[src/rtl/ysyx_041461_booth_mul_pkg.sv]
// Shared definitions for the iterative radix-4 Booth multiplier: FSM encoding,
// iteration counts and mul_signed field layout.
package ysyx_041461_booth_mul_pkg;

  localparam logic [1:0] ST_IDLE = 2'd0;
  localparam logic [1:0] ST_BUSY = 2'd1;
  localparam logic [1:0] ST_DONE = 2'd2;

  typedef enum logic [1:0] {
    StIdle = ST_IDLE,
    StBusy = ST_BUSY,
    StDone = ST_DONE
  } mul_state_e;

  // One Booth window per two multiplier bits, including the 2-bit extension.
  localparam int unsigned ITER64 = 33;
  localparam int unsigned ITER32 = 17;
  localparam int unsigned CNT_W  = 6;

  localparam int unsigned SGN_A_BIT = 1;
  localparam int unsigned SGN_B_BIT = 0;

  localparam logic [1:0] MUL_UU = 2'b00;
  localparam logic [1:0] MUL_SU = 2'b10;
  localparam logic [1:0] MUL_SS = 2'b11;

  function automatic logic [CNT_W-1:0] iter_count(input logic mulw);
    return mulw ? CNT_W'(ITER32) : CNT_W'(ITER64);
  endfunction

endpackage

[src/rtl/ysyx_041461_booth_mul_booth_core.sv]
// Radix-4 Booth partial-product generator: maps a 3-bit window onto 0, +-X, +-2X.
// Negative products are returned as one's complement plus a carry-in.
module ysyx_041461_Booth_core #(
  parameter int unsigned W = 128
) (
  input  logic [W-1:0] i_x,
  input  logic [2:0]   i_win,
  output logic [W-1:0] o_p,
  output logic         o_c
);

  logic [W-1:0] w_mag;
  logic         w_neg;

  always_comb begin
    w_mag = '0;
    w_neg = 1'b0;
    unique case (i_win)
      3'b000, 3'b111: w_mag = '0;
      3'b001, 3'b010: w_mag = i_x;
      3'b011:         w_mag = {i_x[W-2:0], 1'b0};
      3'b100: begin
        w_mag = {i_x[W-2:0], 1'b0};
        w_neg = 1'b1;
      end
      3'b101, 3'b110: begin
        w_mag = i_x;
        w_neg = 1'b1;
      end
    endcase
  end

  assign o_p = w_neg ? ~w_mag : w_mag;
  assign o_c = w_neg;

endmodule

[src/rtl/ysyx_041461_booth_mul.sv]
// Iterative radix-4 Booth multiplier (MUL/MULH/MULHSU/MULHU/MULW), 2 bits per cycle.
// Optional YSYX_041461_MUL_EARLY_EXIT_EN finishes once the remaining multiplier is all sign.
module ysyx_041461_booth_mul
  import ysyx_041461_booth_mul_pkg::*;
#(
  parameter int unsigned XLEN = 64
) (
  input  logic            i_clk,
  input  logic            i_rst_n,
  input  logic            i_mul_valid,
  input  logic            i_flush,
  input  logic            i_mulw,
  input  logic [1:0]      i_mul_signed,
  input  logic [XLEN-1:0] i_multiplicand,
  input  logic [XLEN-1:0] i_multiplier,
  output logic            o_mul_ready,
  output logic            o_out_valid,
  output logic [XLEN-1:0] o_result_hi,
  output logic [XLEN-1:0] o_result_lo
);

  localparam int unsigned PW = 2 * XLEN;
  localparam int unsigned YW = XLEN + 3;

  mul_state_e       r_state;
  logic [PW-1:0]    r_x;
  logic [PW-1:0]    r_acc;
  logic [YW-1:0]    r_y;
  logic [CNT_W-1:0] r_cnt;
  logic [XLEN-1:0]  r_res_hi;
  logic [XLEN-1:0]  r_res_lo;

  logic             w_accept;
  logic             w_a_ext;
  logic             w_b_ext;
  logic [PW-1:0]    w_x_init;
  logic [YW-1:0]    w_y_init;
  logic [PW-1:0]    w_p;
  logic             w_c;
  logic             w_done_now;

  assign w_accept = i_mul_valid & (r_state == StIdle) & ~i_flush;

  assign w_a_ext = i_mul_signed[SGN_A_BIT] & (i_mulw ? i_multiplicand[31] : i_multiplicand[XLEN-1]);
  assign w_b_ext = i_mul_signed[SGN_B_BIT] & (i_mulw ? i_multiplier[31] : i_multiplier[XLEN-1]);

  always_comb begin
    if (i_mulw) begin
      w_x_init = {{(PW-32){w_a_ext}}, i_multiplicand[31:0]};
      w_y_init = {{(YW-33){w_b_ext}}, i_multiplier[31:0], 1'b0};
    end else begin
      w_x_init = {{XLEN{w_a_ext}}, i_multiplicand};
      w_y_init = {{2{w_b_ext}}, i_multiplier, 1'b0};
    end
  end

  ysyx_041461_Booth_core #(
    .W (PW)
  ) u_booth_core (
    .i_x   (r_x),
    .i_win (r_y[2:0]),
    .o_p   (w_p),
    .o_c   (w_c)
  );

  // The exit cycle never accumulates; the counter reaching zero means all windows are consumed.
`ifdef YSYX_041461_MUL_EARLY_EXIT_EN
  assign w_done_now = (r_cnt == '0) || (r_y == '0) || (&r_y);
`else
  assign w_done_now = (r_cnt == '0);
`endif

  always_ff @(posedge i_clk) begin
    if (!i_rst_n) begin
      r_state  <= StIdle;
      r_x      <= '0;
      r_acc    <= '0;
      r_y      <= '0;
      r_cnt    <= '0;
      r_res_hi <= '0;
      r_res_lo <= '0;
    end else begin
      unique case (r_state)
        StIdle: begin
          if (w_accept) begin
            r_x     <= w_x_init;
            r_y     <= w_y_init;
            r_acc   <= '0;
            r_cnt   <= iter_count(i_mulw);
            r_state <= StBusy;
          end
        end
        StBusy: begin
          if (i_flush) begin
            r_state <= StIdle;
          end else if (w_done_now) begin
            r_res_hi <= r_acc[PW-1:XLEN];
            r_res_lo <= r_acc[XLEN-1:0];
            r_state  <= StDone;
          end else begin
            r_acc <= r_acc + w_p + {{(PW-1){1'b0}}, w_c};
            r_x   <= {r_x[PW-3:0], 2'b00};
            r_y   <= {{2{r_y[YW-1]}}, r_y[YW-1:2]};
            r_cnt <= r_cnt - CNT_W'(1);
          end
        end
        StDone:  r_state <= StIdle;
        default: r_state <= StIdle;
      endcase
    end
  end

  assign o_mul_ready = (r_state == StIdle);
  assign o_out_valid = (r_state == StDone) & ~i_flush;
  assign o_result_hi = r_res_hi;
  assign o_result_lo = r_res_lo;

endmodule

[config.mk]
export PLATFORM = sky130hd
export DESIGN_NAME = ysyx_041461_booth_mul
export DESIGN_NICKNAME = d
export VERILOG_FILES = /design/src/rtl/ysyx_041461_booth_mul_pkg.sv /design/src/rtl/ysyx_041461_booth_mul_booth_core.sv /design/src/rtl/ysyx_041461_booth_mul.sv
export SDC_FILE = /design/constraint.sdc
export NUM_CORES = 1
export LEC_CHECK = 0
export ABC_AREA = 1
export CORE_MARGIN = 10
export CORE_UTILIZATION = 40
export CTS_BUF_LIST = sky130_fd_sc_hd__clkbuf_4
export CTS_CLUSTER_SIZE = 25
export DETAILED_ROUTE_END_ITERATION = 12
export SLEW_MARGIN = 20
export SYNTH_ARGS = -nofsm -noshare
export SYNTH_HDL_FRONTEND = slang
export SYNTH_HIERARCHICAL = 1
export SYNTH_SLANG_ARGS = --single-unit
[constraint.sdc]
create_clock -name i_clk -period 4.1 [get_ports i_clk]
set_input_delay 0.615 -clock i_clk [delete_from_list [all_inputs] [get_ports i_clk]]
set_output_delay 0.615 -clock i_clk [all_outputs]
set_load 0.01 [all_outputs]
==> results.json, run 1 <==
{
  "final_net_count": 6904,
  "yosys-top-cells-count": "nand2_1 (2411), inv_1 (823), nor2_1 (461)",
  "drt_wl_total_um": 150000,
  "cp-start-kind": "flop",
  "syn-num-nets": 6342,
  "synthXorXnorAreaFrac_pct": 0.152,
  "rows": 107,
  "core_area_sq_um": 85500,
  "die_w_um": 314,
  "crit_path_end_kind": "flop",
  "cp.arrival_ps": 4870,
  "syn_avg_cell_area_sq_um": 5.70,
  "synthArstFlopShare_pct": 0,
  "synthMuxAreaShare_pct": 0,
  "synth_enable_flop_cells": 0,
  "cap_violations": 0,
  "pwr-share-clk_pct": 42.4,
  "min_period_over_period_pct": 94.0,
  "seq_power_share_pct": 42.9,
  "yosys.area.top_type": "dfxtp_1",
  "fin_area_sq_um": 42800,
  "synth_compound_area_share_pct": 12.8,
  "post-route-drc-count": 0,
  "cp_slowest_stage_delay_ps": 390,
  "die-area_sq_um": 98800,
  "max_freq_mhz": 259,
  "clkLatencyLatePin_ps": 1140,
  "tightest_slew_ps": 1080,
  "slew_violations": 0,
  "postPlaceCellArea_sq_um": 40700,
  "yosysUniqueCellTypes": 42,
  "final_core_utilization_pct": 50.0,
  "io_buffers": 264,
  "globalplace.congestion": 1.07,
  "die_y_um": 314,
  "grt_pass1_wl_um": 225000,
  "cp.required_ps": 5110,
  "hold_violations": 0,
  "crit_top_cell": "nand2_1",
  "clock_path_buffers": 3,
  "antenna_found_initial": 7,
  "drive_above_1_share_pct": 12.9,
  "netlist_area_sq_um": 34600,
  "synth-simple-area-share_pct": 42.8,
  "cts_tree": "yes",
  "maxSlewHeadroom_pct": 28.3,
  "cts_made_buffers": 137,
  "synth.area.top_cells": "dfxtp_1 (27%), nand2_1 (26%), inv_1 (8.9%)",
  "synth_cells": 6073,
  "via_count": 40500,
  "synthAdderAreaFrac_pct": 4.88,
  "p_int_mw": 7.74,
  "crit_chain": "inv_1, ha_1, nand2_1, nand3_4, inv_4, buf_12, nand2_1, nand2_1, ha_1, nand2_1, inv_1, nand2_1, nand2_1, nand2_1, nand2_1, inv_1, nand2_1, a21oi_1, nand2_2, nand2_1, nand2_1, nand2_1, nand3_1, a21oi_1",
  "ys_seq_elements": 459,
  "status": "finished, final reports clean",
  "clock_sinks": 459,
  "path_class": "flop to flop",
  "grt_max_degree": 134,
  "vias_per_cell": 5.13,
  "seq_area_frac_synth_pct": 26.5,
  "drt-initial-drc-count": 3667,
  "ios": 265,
  "synth_top_family_by_area": "simple AND/OR/NAND/NOR gates",
  "p_switching_mw": 3.39,
  "avgRoutedWirePerCell_um": 19.0,
  "setup_viol": 0,
  "fin_crit_ps": 3850,
  "cts_root_buffer": "clkbuf_4",
  "p_per_area_nw_per_um2": 260,
  "htree_num_levels": 4,
  "ant_nets": 0,
  "synthFlopType": "dfxtp_1",
  "synth_top_area_share_pct": 26.5,
  "pre_cts_ws_ps": 274,
  "clock_skew_ps": 78.4,
  "tns_ps": 0,
  "crit_fanout": 45,
  "power_frac_comb_pct": 14.8,
  "timing.final.ws_setup_ps": 245,
  "cts.reportedPaths.clkPinSlew_ps": 60,
  "syn_to_final_growth_pct": 23.5,
  "yosys_warnings": 6,
  "overflow": 0,
  "drtPass1Iterations": 8,
  "dp_hpwl_um": 119000,
  "ir_drop_mv": 0.242,
  "start_util_pct": 40.5,
  "hp-class": "input port to flop",
  "grt_setup_unrepaired": "no",
  "p_sw_share_pct": 30.4,
  "critPathSlowestCell": "dfxtp_1",
  "grt_use_total_pct": 29.5,
  "grt_pass1_vias": 36800,
  "p_leak_nw": 22.1,
  "yosysMostFrequentCell": "nand2_1"
}
area by class of cell:
class / instances / area (sq um)
Fill cell: 9271 / 42700
Antenna cell: 7 / 17.5
Timing Repair Buffer: 672 / 6010
Tap cell: 1144 / 1430
Clock inverter: 35 / 256
Clock buffer: 203 / 1520
Multi-Input combinational cell: 4500 / 21100
Inverter: 865 / 3260
Sequential cell: 459 / 9190
final timing paths:
kind	from	endpoint	slack [ps]	cells after the start
worst max-delay path	r_y[1]	r_acc[121]	250	24
worst min-delay path	i_rst_n	r_acc[125]	90	3
worst max register to register	r_y[1]	r_acc[121]	250	24
worst min register to register	r_y[29]	r_y[29]	480	2
cells by family (layout without fill, tap and decap cells):
family,after synthesis,in the layout
simple gates,3574,3574
compound gates,786,786
other cells,0,7
fa+ha+maj,134,134
flops,459,459
xor+xnor,6,6
buf+inv,1114,1775
metal layers:
layer,vias up,share of wire [%],track usage (%),wire length [um]
met1,18500,48,42.4,71800
met4,8,2.6,8.95,3940
met3,203,8.4,6.48,12700
met5,-,0.035,0,53
li1,20300,-,-,-
met2,1464,41,43.0,61600
per-stage QoR:
stage / std cells / hold WS [ps] / total power [mW]
2_1_floorplan: 6073 / 453 / 5.74
3_3_place_gp: 7617 / 464 / 6.46
3_5_place_dp: 7617 / 470 / 6.47
4_1_cts: 7876 / 0.737 / 11.2
5_1_grt: 7884 / 17.3 / 11.7
6_report: 7885 / 86.7 / 11.1
worst max-delay path: cells and delay by family, from the launching register on:
| family | cells | cell delay [ps] |
|---|---|---|
| flip-flops | 1 | 390 |
| AND/OR/NAND/NOR | 15 | 1840 |
| buffers and inverters | 5 | 580 |
| adder cells (fa/ha/maj) | 2 | 510 |
| AO/OA/AOI/OAI | 2 | 350 |
registers in the layout, indices dropped and copies added, names as in the netlist:
name,flops
r_acc,128
r_x,128
r_cnt,6
r_state,2
o_result_lo,64
o_result_hi,64
r_y,67
power by group through the flow:
stage | combinational (mW) | sequential [mW] | clock, mW
floorplan | 0.906 | 4.84 | 0
global placement | 1.59 | 4.86 | 0
detailed placement | 1.61 | 4.86 | 0
CTS | 1.63 | 4.77 | 4.85
global route | 1.79 | 4.79 | 5.08
finish | 1.64 | 4.77 | 4.72
placed cells by master (no fill, tap or decap), types with 23 or more instances in the layout:
cell type        netlist  final
a21oi_1              332    331
a221oi_1              31     31
a22o_1                31     31
a22oi_1               35     35
a31oi_1              123    123
buf_4                 23    366
clkbuf_4               0    203
clkdlybuf4s50_1        0    263
dfxtp_1              459    459
ha_1                 132    131
inv_1                823    820
inv_2                 37     38
nand2_1             2411   2407
nand2_2               44     47
nand3_1              445    443
nor2_1               461    456
nor2_2                90     93
o21ai_0              215    215
or2_2                 23     23
timing repair:
action / 4_1_cts / 5_1_grt
resized for setup: 0 / 14
setup buffers: 0 / 2
endpoints found under the hold margin: 21 / 0
setup endpoints to repair: 0 / 19
hold buffers: 21 / 0
Note: power is estimated with default switching activity, not from simulation.
==> run 2, diff against run 1 <==
--- a/config.mk
+++ b/config.mk
@@ -11,6 +11,7 @@
 export CTS_BUF_LIST = sky130_fd_sc_hd__clkbuf_4
 export CTS_CLUSTER_SIZE = 25
 export DETAILED_ROUTE_END_ITERATION = 12
+export PLACE_DENSITY = 0.57
 export SLEW_MARGIN = 20
 export SYNTH_ARGS = -nofsm -noshare
 export SYNTH_HDL_FRONTEND = slang
==> constraint.sdc (replaced) <==
create_clock -name i_clk -period 4.6 [get_ports i_clk]
set_input_delay 0.69 -clock i_clk [delete_from_list [all_inputs] [get_ports i_clk]]
set_output_delay 0.69 -clock i_clk [all_outputs]
set_load 0.01 [all_outputs]
==> run 2 against run 1 <==
Compared with the run above: global-route usage up 1.2 points; clock power down 15%; worst hold slack better by 120 ps; via count down 2.2%; total power down 13%; sequential share of layout area up 1.5 points; core utilization down 3.2 points; wire length up 4.1%; sequential power down 11%; critical path depth down 4; final cell count down 4.3%.
==> results.json, run 2 (synthesized netlist as in run 1, its figures left out) <==
{
  "p_leak_nw": 20.4,
  "worstPathBufferInverterCount": 3,
  "antenna_found_initial": 11,
  "cts_tree": "yes",
  "status": "finished, final reports clean",
  "rows": 107,
  "grt_max_degree": 129,
  "finalNonFillerCells": 7544,
  "p_per_area_nw_per_um2": 241,
  "postCtsResizedCells": 0,
  "globalplace.congestion": 1.03,
  "critPathSlowestCell": "nor2_1",
  "ios": 265,
  "hold_buffers": 0,
  "largestRegisters": "r_acc: 128 flops, r_x: 128 flops, r_y: 67 flops",
  "clock_path_buffers": 3,
  "crit_fanout": 33,
  "grt_setup_unrepaired": "no",
  "grt_pass1_vias": 36400,
  "hold-worst-slack_ps": 212,
  "cp_slowest_stage_delay_ps": 540,
  "slew_violations": 0,
  "final_net_count": 6564,
  "syn_to_final_growth_pct": 15.6,
  "start_util_pct": 40.5,
  "cts.reportedPaths.clkPinSlew_ps": 70,
  "dp_cells": 7303,
  "setup_viol": 0,
  "vias_per_cell": 5.25,
  "hp-class": "input port to flop",
  "min_period_over_period_pct": 91.1,
  "maxSlewHeadroom_pct": 27.0,
  "via_count": 39600,
  "clock_sinks": 459,
  "drtPass1Iterations": 6,
  "clock_skew_ps": 75.2,
  "ir_drop_mv": 0.237,
  "fin_crit_ps": 4190,
  "path_class": "flop to flop",
  "report.power.total_mw": 9.65,
  "htree_num_levels": 4,
  "cp.required_ps": 5510,
  "post-route-drc-count": 0,
  "final_core_utilization_pct": 46.8,
  "avgRoutedWirePerCell_um": 20.7,
  "cap_violations": 0,
  "timing.final.ws_setup_ps": 408,
  "die-area_sq_um": 98800,
  "cp-start-kind": "flop",
  "die_y_um": 314,
  "cts_made_buffers": 134,
  "grt_use_total_pct": 30.7,
  "cts_setup_buffers": 0,
  "fin_area_sq_um": 40100,
  "crit_chain": "inv_1, ha_1, nand2_1, nand3_4, inv_4, buf_4, nand2_1, nand2_1, ha_1, nand2_1, nor2_1, nand2_1, nor2_2, nand2_1, nor2_1, nand2_1, nand3_1, nand2_1, nand3_1, a21oi_1",
  "core_area_sq_um": 85500,
  "layout_commonest_cell": "nand2_1",
  "drt_wl_total_um": 156000,
  "pre_cts_ws_ps": 487,
  "crit_top_cell": "nand2_1",
  "cts_root_buffer": "clkbuf_4",
  "io_buffers": 264,
  "ant_nets": 0,
  "drt-initial-drc-count": 4097,
  "layout_common_cells": "nand2_1 (2411), inv_1 (820), nor2_1 (459), dfxtp_1 (459), nand3_1 (445)",
  "cp.arrival_ps": 5110,
  "die_w_um": 314,
  "crit_path_end_kind": "flop",
  "dp_hpwl_um": 123000,
  "tns_ps": 0,
  "overflow": 0,
  "cpLargestDelayFamily": "simple AND/OR/NAND/NOR gates",
  "tightest_slew_ps": 1090,
  "grt_pass1_wl_um": 232000,
  "clkLatencyLatePin_ps": 1080,
  "postPlaceCellArea_sq_um": 38400,
  "hold_violations": 0,
  "drive_above_1_share_pct": 8.36,
  "max_freq_mhz": 239
}
## run 2: area by class of cell
type                            instances  area (sq um)
Timing Repair Buffer                  335          3410
Clock buffer                          188          1410
Clock inverter                         49           278
Inverter                              865          3260
Fill cell                            9431         45500
Sequential cell                       459          9190
Antenna cell                            4          10.0
Tap cell                             1144          1430
Multi-Input combinational cell       4500         21100
## run 2: per-layer routing
metal	routed length (um)	vias up	track usage, %
met5	50	-	0
met4	4450	8	9.64
met3	12700	228	5.96
met2	63600	1493	44.6
met1	75500	18300	44.7
li1	-	19600	-
## run 2: tightest hold or removal path, cell delays in order
cell,delay (ps)
clkdlybuf4s50_1,390
nand2_1,60
a21oi_1,60
## run 2: worst paths after layout
kind | depth (start not counted) | slack (ps) | startpoint | endpoint
max reg2reg | 20 | 410 | r_y[0] | r_acc[103]
min reg2reg | 2 | 480 | r_y[29] | r_y[29]
min | 3 | 210 | i_multiplier[27] | r_y[28]
max | 20 | 410 | r_y[0] | r_acc[103]
## run 2: report_power, final
part / leakage (nW) / internal, mW / switching (mW)
clock: 1.01 / 2.01 / 2.01
sequential: 3.72 / 4.12 / 0.132
combinational: 15.7 / 0.504 / 0.871
